==> src/rtl/volume_level_pkg.sv <==
// Shared constants and types for the volume level meter.
// Thresholds map an 11-bit magnitude (0..2047, distance from midscale)
// onto a 0..5 display level.
package volume_level_pkg;

  // Display level, 0..LEVEL_MAX; codes 6 and 7 are never produced.
  typedef logic [2:0] level_t;

  // Magnitude width: |sample - midscale| of a 12-bit code fits in 11 bits.
  localparam int unsigned MagW = 11;

  // ADC code for silence.
  localparam logic [11:0] MIDSCALE = 12'd2048;

  // Quantization thresholds, strictly increasing.
  localparam logic [10:0] TH1 = 11'd128;
  localparam logic [10:0] TH2 = 11'd384;
  localparam logic [10:0] TH3 = 11'd768;
  localparam logic [10:0] TH4 = 11'd1280;
  localparam logic [10:0] TH5 = 11'd1792;

  // Highest level the quantizer can report.
  localparam level_t LEVEL_MAX = 3'd5;

endpackage

==> src/rtl/level_quantizer.sv <==
// Combinational magnitude-to-level quantizer.
// Output is the number of thresholds TH1..TH5 that are <= the magnitude,
// so the result is always 0..5.
module level_quantizer
  import volume_level_pkg::*;
(
  input  logic [MagW-1:0] i_mag,
  output level_t          o_level
);

  // Count the thresholds passed; strictly increasing thresholds keep this monotonic.
  always_comb begin
    o_level = '0;
    if (i_mag >= TH1) o_level = o_level + 3'd1;
    if (i_mag >= TH2) o_level = o_level + 3'd1;
    if (i_mag >= TH3) o_level = o_level + 3'd1;
    if (i_mag >= TH4) o_level = o_level + 3'd1;
    if (i_mag >= TH5) o_level = o_level + 3'd1;
  end

endmodule

==> src/rtl/volume_level_meter.sv <==
// Volume level meter: tracks the peak distance from midscale of the mic
// samples in each window of WINDOW_SAMPLES accepted samples, then publishes
// the raw peak and a quantized 0..5 level with a one-cycle level_valid pulse.
//
// Timing: the edge that accepts the last sample of a window captures the
// window peak into r_eval and restarts the window; the next edge updates
// level/peak and raises level_valid. Samples keep flowing during that
// evaluation cycle and count toward the new window, so nothing is dropped.
//
// Build option: define VOLUME_PEAK_HOLD_EN to let the displayed level rise
// immediately but fall by at most one step per window. peak always reports
// the raw window peak.
//
// Only SAMPLE_W = 12 is supported.
module volume_level_meter
  import volume_level_pkg::*;
#(
  parameter int unsigned WINDOW_SAMPLES = 4000,
  parameter int unsigned SAMPLE_W       = 12
) (
  input  logic                CLOCK,
  input  logic                RESET,
  input  logic                sample_valid,
  input  logic [SAMPLE_W-1:0] sample,
  output level_t              level,
  output logic                level_valid,
  output logic [MagW-1:0]     peak
);

  // Counter value at which the accepted sample closes the window.
  localparam logic [15:0] LastIdx = 16'(WINDOW_SAMPLES - 1);

  // Window accumulation state.
  logic [15:0]     r_count;
  logic [MagW-1:0] r_peak_run;

  // Evaluation state: captured window peak and the pending-update flag.
  logic [MagW-1:0] r_eval;
  logic            r_eval_pend;

  // Published outputs.
  level_t          r_level;
  logic [MagW-1:0] r_peak;
  logic            r_level_valid;

  logic            w_upper;
  logic [MagW-1:0] w_mag;
  logic [MagW-1:0] w_run_max;
  logic            w_last;
  level_t          w_raw_level;
  level_t          w_level_next;

  // Magnitude from midscale. Below midscale, 2047 - sample is the bitwise
  // inverse of the low 11 bits, so no subtractor is needed on either side.
  assign w_upper   = (sample >= MIDSCALE);
  assign w_mag     = w_upper ? sample[MagW-1:0] : ~sample[MagW-1:0];

  assign w_run_max = (w_mag > r_peak_run) ? w_mag : r_peak_run;
  assign w_last    = sample_valid && (r_count == LastIdx);

  level_quantizer u_level_quantizer (
    .i_mag   (r_eval),
    .o_level (w_raw_level)
  );

`ifdef VOLUME_PEAK_HOLD_EN
  // Rise at once, decay one step per window. raw < current implies
  // current >= 1, so the decrement cannot wrap.
  assign w_level_next = (w_raw_level >= r_level) ? w_raw_level : (r_level - 3'd1);
`else
  assign w_level_next = w_raw_level;
`endif

  // Window accumulator: running peak and sample count, closed on the last sample.
  always_ff @(posedge CLOCK) begin
    if (RESET) begin
      r_count     <= '0;
      r_peak_run  <= '0;
      r_eval      <= '0;
      r_eval_pend <= 1'b0;
    end else begin
      r_eval_pend <= 1'b0;
      if (sample_valid) begin
        if (w_last) begin
          r_eval      <= w_run_max;
          r_peak_run  <= '0;
          r_count     <= '0;
          r_eval_pend <= 1'b1;
        end else begin
          r_peak_run  <= w_run_max;
          r_count     <= r_count + 16'd1;
        end
      end
    end
  end

  // Output update: one cycle after a window closes, publish level/peak and pulse valid.
  always_ff @(posedge CLOCK) begin
    if (RESET) begin
      r_level       <= '0;
      r_peak        <= '0;
      r_level_valid <= 1'b0;
    end else begin
      r_level_valid <= r_eval_pend;
      if (r_eval_pend) begin
        r_level <= w_level_next;
        r_peak  <= r_eval;
      end
    end
  end

  assign level       = r_level;
  assign peak        = r_peak;
  assign level_valid = r_level_valid;

endmodule

==> config.mk <==
export PLATFORM = sky130hd
export DESIGN_NAME = volume_level_meter
export DESIGN_NICKNAME = d
export VERILOG_FILES = /design/src/rtl/volume_level_pkg.sv /design/src/rtl/level_quantizer.sv /design/src/rtl/volume_level_meter.sv
export SDC_FILE = /design/constraint.sdc
export NUM_CORES = 1
export LEC_CHECK = 0
export ABC_CLOCK_PERIOD_IN_PS = 7000
export BUFFER_PORTS_ARGS = -buffer_cell sky130_fd_sc_hd__buf_4
export CORE_MARGIN = 1.5
export CORE_UTILIZATION = 63
export DETAILED_ROUTE_END_ITERATION = 10
export PLACE_DENSITY = 0.84
export SLEW_MARGIN = 20
export SYNTH_ARGS = -nofsm -noshare
export SYNTH_HDL_FRONTEND = slang
export SYNTH_SLANG_ARGS = --single-unit
export TNS_END_PERCENT = 100
==> constraint.sdc <==
create_clock -name CLOCK -period 7 [get_ports CLOCK]
set_input_delay 1.4 -clock CLOCK [delete_from_list [all_inputs] [get_ports CLOCK]]
set_output_delay 1.4 -clock CLOCK [all_outputs]
set_load 0.02 [all_outputs]
==> results of run 1 <==
power by group through the flow:
stage / Sequential [mW] / Clock (mW) / Combinational, mW
floorplan: 0.326 / 0 / 0.0725
detailed placement: 0.328 / 0 / 0.0943
global route: 0.322 / 0.236 / 0.108
CTS: 0.321 / 0.222 / 0.0949
finish: 0.321 / 0.222 / 0.0963
global placement: 0.327 / 0 / 0.0913
logic make-up (layout without fill, tap and decap cells):
kind of cell    after synthesis  after routing  share of synthesized area, %
compound gates               58             58                          13.4
xor+xnor                     26             26                          7.92
fa+ha+maj                    16             16                          6.96
buf+inv                      40             56                          6.65
flops                        54             54                          37.6
mux                          15             15                          5.26
simple gates                124            124                          22.2
worst min-delay path by stage:
| stage | slack [ns] | from | end |
|---|---|---|---|
| 6_report | 0.47 | r_eval[0] | r_eval[0] |
| 5_1_grt | 0.50 | r_eval[0] | r_eval[0] |
| 4_1_cts | 0.47 | r_eval[0] | r_eval[0] |
| 3_5_place_dp | 0.46 | r_eval[0] | r_eval[0] |
| 3_3_place_gp | 0.45 | r_eval[0] | r_eval[0] |
| 2_1_floorplan | 0.42 | r_eval[0] | r_eval[0] |
cells in the final DEF (no fill, tap or decap), types with 2 or more instances in the layout:
cell type	Yosys	routed
inv_1	18	18
a211oi_1	2	2
clkbuf_8	0	6
buf_4	0	30
nand3b_1	5	5
nand2b_1	3	3
a211o_1	2	2
nor4_1	2	2
nand2_1	27	27
o21ai_0	7	7
a21oi_1	20	20
xnor2_1	15	15
or3_1	3	3
xor2_1	11	11
o211ai_1	20	20
nand4b_1	2	2
nand4_1	18	18
or4_1	2	2
nor3_1	4	4
nor2_1	32	32
ha_1	16	16
mux2i_1	14	14
nor2b_1	2	2
nand3_1	19	19
dfxtp_1	54	54
cell type report:
type | instances | area (um2) | share of cell area, %
Clock buffer | 6 | 82.6 | 2.61
Clock inverter | 2 | 38.8 | 1.23
Inverter | 18 | 67.6 | 2.14
Multi-Input combinational cell | 239 | 1600 | 50.7
Sequential cell | 54 | 1080 | 34.2
Tap cell | 52 | 65.1 | 2.06
Timing Repair Buffer | 30 | 225 | 7.12
worst register-to-register path, delay by kind of cell (launching register included):
kind / cells / cell delay [ns]
AO/OA/AOI/OAI: 4 / 0.90
XOR/XNOR: 1 / 0.16
adder cells (fa/ha/maj): 3 / 0.87
flip-flops: 1 / 0.45
multiplexers: 1 / 0.28
AND/OR/NAND/NOR: 2 / 0.52
metrics by stage:
stage / instances / hold WS, ns
2_1_floorplan: 333 / 0.425
3_3_place_gp: 393 / 0.446
3_5_place_dp: 393 / 0.455
4_1_cts: 401 / 0.474
5_1_grt: 401 / 0.502
6_report: 401 / 0.471
routing by layer:
metal  vias up  track usage [%]
met2       103             45.6
met1      1169             33.7
met5         -                0
met3        13             6.13
met4         0             7.34
li1       1218                -
sequential cells by signal (all words and copies together) (netlist names):
name,count
level,3
r_eval,11
peak,11
level_valid,1
r_count,16
r_eval_pend,1
r_peak_run,11
==> results by group, run 1 <==
Critical path
  – CP max stage cell: a2111oi_2
  – R2R cell count: 11
  – Critical path startpoint: sample[11]
  – Flop2flop setup slack: 3.73 ns
  – CP Class: in -> reg
  – Arr. time, crit path: 3.95 ns
  – Most used cell, CP: buf_4
  – Worst path cell trace: buf_4 > xnor2_1 > ha_1 > a21oi_1 > o21ai_0 > a2111oi_2 > buf_4 > nor2_1 > o211ai_1
  – Setup crit end kind: flop
  – CP max stage delay: 0.84 ns
  – Crit path buf inv count: 2
  – Kind of cell adding the most delay to the critical path: compound AO/OA/AOI/OAI gates
  – Critical R2R Capture: level[2]
  – End of the critical path: r_eval[6]
  – Required @ worst endpoint: 7.23 ns
  – Critical R2R Launch: r_eval[9]
  – Worst path depth: 9
  – Worst Setup Start Kind: input pin
  – Crit path max fanout: 11

Die
  – Die height: 70.6 um
  – Die W: 70.6 um
  – Io pins: 30
  – Row cnt: 24
  – Area of the die: 0.00498 mm2
  – Initial core utilization: 65.6%
  – Core ar.: 0.00438 mm2

Global route
  – Largest net degree at the start of global routing: 35
  – Antenna violations before repair: 0
  – Grt total ovfl: 0
  – GRT Util Overall: 26.5%
  – Global-route wire length before repair: 10700 um
  – Vias in the first global route: 2330

Hold path
  – Hold WC Path Type: reg -> reg
  – Hold Path Cell Cnt: 2

Routing
  – DR top layer: met4
  – DRC violations left: 0
  – Met3 WL post-DR: 474 um
  – WL met1: 2570 um
  – DRT iter0 DRCs: 135
  – DR WL met2: 3050 um
  – Final WL: 6180 um
  – Drt wl/cell: 15.4 um
  – Antenna Violating Nets Remaining: 0
  – Total iterations of the first detailed-routing run: 5
  – Via count: 2503
  – Vias/cell: 6.24

Pwr
  – Total internal power: 0.469 mW
  – Clk network pwr share: 34.7%
  – Sw power: 0.170 mW
  – Switching Fraction: 26.6%
  – Power Dens Cells: 202 mW/mm2
  – VDD IR max: 0.119 mV
  – PnR Total Power: 0.639 mW
  – Flop pwr share: 50.2%
  – Leak: 1.16 nW
  – Gate power share: 15.1%

STA
  – Final hold vios: 0
  – Setup TNS: 0 ns
  – Worst slew pin tran: 0.858 ns
  – Final Cycle Share: 53.1%
  – Worst setup margin: 3.28 ns
  – Tmin final: 3.72 ns
  – Max_slew headroom: 42.7%
  – Fin Clk Skew: 0.00942 ns
  – RSZ-0062 raised after global routing: false
  – Max Clk Rate: 269 MHz
  – Max Slew Vio Count: 0
  – Setup violators final: 0

Finish
  – Layout overhead on the synthesized area: 10.0%
  – Fillers: 346
  – Layout cells sized above 1: 11.7%
  – Final core occ: 72.2%
  – ANT cells: 0
  – Post-route cell area: 0.00316 mm2
  – Nets: 379

Clock tree
  – Max clock buf depth: 2
  – Worst-Skew Late Latency: 0.31 ns
  – Post-CTS Resized: 0
  – Clock transition at the registers of the reported paths: 0.09 ns
  – CTS tree: built
  – Setup Buffers After CTS: 0
  – Cts hold-fix bufs: 0
  – Clock root buffer master: clkbuf_8
  – Sink Count: 54
  – H-tree Lvls: 2
  – CTS Buf Count: 5

Placed design
  – Placed cell area: 0.00304 mm2
  – Placer Congestion: 0.868
  – Worst slack, placed: 3.04 ns
  – Placed wire-length estimate: 4210 um
  – PortBufs: 29

Synth
  – Most numerous cell in the Yosys netlist: dfxtp_1
  – Post-synthesis instance total: 333
  – List of most frequent post-synthesis cells: dfxtp_1 (54), nor2_1 (32), nand2_1 (27), a21oi_1 (20), o211ai_1 (20)
  – Main synth FF type: dfxtp_1
  – Post-synth top area cell: dfxtp_1
  – Top cells by area, synth: dfxtp_1 (38%), ha_1 (7.0%), o211ai_1 (5.2%)
  – Syn_nets: 364
  – Post-synth EDFFs: 0
  – FFs w/ async S/R, synth: 0%
  – Cell variety after synth: 40
  – Syn_area_per_cell: 8.64 um2
  – Cell Area, Synth: 0.00288 mm2
  – Seq/Total Area, Yosys: 37.6%
  – Syn. warnings: 0
  – Number of synthesized register bits: 54
  – Synth top area share: 37.6%

Status
  – Status: complete, no violations

Job
  – Number of max-cap violations: 0
(Power assumes the default switching activity.)
==> inputs of run 2 (changes only) <==
--- a/config.mk
+++ b/config.mk
@@ -5,12 +5,12 @@
 export SDC_FILE = /design/constraint.sdc
 export NUM_CORES = 1
 export LEC_CHECK = 0
-export ABC_CLOCK_PERIOD_IN_PS = 7000
+export ABC_CLOCK_PERIOD_IN_PS = 3500
 export BUFFER_PORTS_ARGS = -buffer_cell sky130_fd_sc_hd__buf_4
 export CORE_MARGIN = 1.5
-export CORE_UTILIZATION = 63
+export CORE_UTILIZATION = 58
 export DETAILED_ROUTE_END_ITERATION = 10
-export PLACE_DENSITY = 0.84
+export PLACE_DENSITY = 0.78
 export SLEW_MARGIN = 20
 export SYNTH_ARGS = -nofsm -noshare
 export SYNTH_HDL_FRONTEND = slang
==> constraint.sdc (replaced) <==
create_clock -name CLOCK -period 3.5 [get_ports CLOCK]
set_input_delay 0.7 -clock CLOCK [delete_from_list [all_inputs] [get_ports CLOCK]]
set_output_delay 0.7 -clock CLOCK [all_outputs]
set_load 0.02 [all_outputs]
==> run 2 against run 1 <==
Clock power rose by 86%. Critical path depth is 2 higher. Via count shrank 5.1%. Sequential power up 100%. Hold slack worse by 0.0066 ns. Cell area up 0.71%. Die area grew 8.3%. Combinational power grew 100%. Global-route usage decreased by 2.9 points. Non-clock buffer count is 2 higher. Total power is 95% higher. Flip-flop and latch count unchanged. Critical path type is now reg -> reg. Largest power group unchanged.
==> results by group, run 2 (same netlist as run 1, synthesis figures left out) <==
Status
  – Status: complete, no violations

STA
  – Worst slew pin tran: 0.810 ns
  – Max Slew Vio Count: 0
  – Max_slew headroom: 45.9%
  – Setup TNS: 0 ns
  – Setup violators final: 0
  – Fin Clk Skew: 0.00906 ns
  – RSZ-0062 raised after global routing: false
  – Tmin final: 3.21 ns
  – Max Clk Rate: 311 MHz
  – Final Cycle Share: 91.8%
  – Final hold vios: 0

Clock tree
  – Clock transition at the registers of the reported paths: 0.09 ns
  – Setup Buffers After CTS: 0
  – Post-CTS Resized: 0
  – Cts hold-fix bufs: 0
  – CTS tree: built
  – Max clock buf depth: 2
  – Worst-Skew Late Latency: 0.31 ns
  – Clock root buffer master: clkbuf_8
  – H-tree Lvls: 2
  – CTS Buf Count: 5
  – Sink Count: 54

Placed design
  – Placer Congestion: 0.822
  – Inst Count DP: 410
  – PortBufs: 29
  – Placed wire-length estimate: 4160 um

Pwr
  – Leak: 1.16 nW
  – Switching Fraction: 26.4%
  – Total internal power: 0.919 mW
  – Gate power share: 15.6%
  – VDD IR max: 0.207 mV
  – Sw power: 0.330 mW
  – Power Dens Cells: 392 mW/mm2
  – Clk network pwr share: 33.0%
  – Flop pwr share: 51.4%

Critical path
  – CP max stage cell: dfxtp_1
  – Setup crit end kind: flop
  – Worst path cell trace: nor4_1 > ha_1 > xnor2_1 > ha_1 > mux2_2 > ha_1 > nand3b_1 > o21ai_0 > a32o_1 > a211o_1 > a311oi_1
  – Flop2flop setup slack: 0.29 ns
  – Arr. time, crit path: 3.44 ns
  – Worst Setup Start Kind: flop
  – Crit path max fanout: 12
  – Most used cell, CP: ha_1
  – CP max stage delay: 0.43 ns
  – CP Class: reg -> reg
  – Required @ worst endpoint: 3.72 ns

Die
  – Core ar.: 0.00475 mm2
  – Die W: 73.4 um
  – Row cnt: 25
  – Io pins: 30
  – Initial core utilization: 60.5%
  – Die height: 73.4 um
  – Area of the die: 0.00539 mm2

Finish
  – Non-Filler Instances: 418
  – Most frequent cells in the layout: dfxtp_1 (54), nor2_1 (32), buf_4 (32)
  – Reg with most FFs: r_count
  – Nets: 381
  – Layout overhead on the synthesized area: 10.8%
  – Max reg flops: 16
  – Commonest non-fill, non-tap cell in the layout: dfxtp_1
  – Layout cells sized above 1: 12.0%
  – ANT cells: 0

Hold path
  – Hold WC Path Type: reg -> reg

Global route
  – Largest net degree at the start of global routing: 35
  – Vias in the first global route: 2115
  – GRT Util Overall: 23.6%
  – Grt total ovfl: 0
  – Global-route wire length before repair: 9950 um
  – Antenna violations before repair: 0

Routing
  – Drt wl/cell: 13.7 um
  – DRC violations left: 0
  – DRT iter0 DRCs: 174
  – Antenna Violating Nets Remaining: 0
  – Total iterations of the first detailed-routing run: 4
  – Final WL: 5740 um
  – Vias/cell: 5.68
  – Via count: 2375

Job
  – Number of max-cap violations: 0
-- run 2: final cells by class --
class                      count  area [um2]
multi-input combinational    239        1600
sequential                    54        1080
inverter                      18        67.6
timing repair buffer          32         240
tap                           67        83.8
fill                         416        1570
clock inverter                 2        37.5
clock buffer                   6        72.6
-- run 2: power groups by stage --
| stage | combinational, mW | clock (mW) | sequential [mW] |
|---|---|---|---|
| 6_report | 0.195 | 0.412 | 0.642 |
| 5_1_grt | 0.218 | 0.442 | 0.644 |
| 4_1_cts | 0.194 | 0.420 | 0.641 |
| 3_5_place_dp | 0.194 | 0 | 0.655 |
| 3_3_place_gp | 0.188 | 0 | 0.656 |
| 2_1_floorplan | 0.145 | 0 | 0.652 |
-- run 2: metrics by stage --
| stage | power [mW] | hold slack (ns) | area (um2) | utilization, % | setup WS (ns) |
|---|---|---|---|---|---|
| 6_report | 1.25 | 0.465 | 3190 | 67.0 | 0.287 |
| 5_1_grt | 1.30 | 0.503 | 3190 | 67.0 | 0.0798 |
| 4_1_cts | 1.26 | 0.469 | 3190 | 67.0 | 0.288 |
| 3_5_place_dp | 0.849 | 0.449 | 3080 | 64.7 | 0.327 |
| 3_3_place_gp | 0.843 | 0.444 | 3080 | 64.7 | 0.489 |
| 2_1_floorplan | 0.797 | 0.425 | 2880 | - | 0.376 |
-- run 2: path summary, 6_finish.rpt --
check	to	from	cells after the start
setup / recovery	level[2]	r_eval[9]	11
hold / removal	r_eval[5]	r_eval[5]	2
setup reg to reg	level[2]	r_eval[9]	11
hold reg to reg	r_eval[5]	r_eval[5]	2
-- run 2: critical path: cells and delay by family (launching register included) --
kind	cells	cell delay [ns]
and+or+nand+nor	2	0.48
xor gates and xnor gates	1	0.24
DFF	1	0.43
adders and majority gates	3	0.83
muxes	1	0.28
AOI/OAI and AO/OA	4	0.85
-- run 2: per-layer routing --
layer	part of all wire [%]	track usage (%)	vias up	wire [um]
li1	-	-	1218	-
met1	51	34.2	1093	2910
met2	44	35.8	58	2530
met3	4.0	4.53	6	229
met4	1.2	6.79	0	70
met5	0	0	-	0
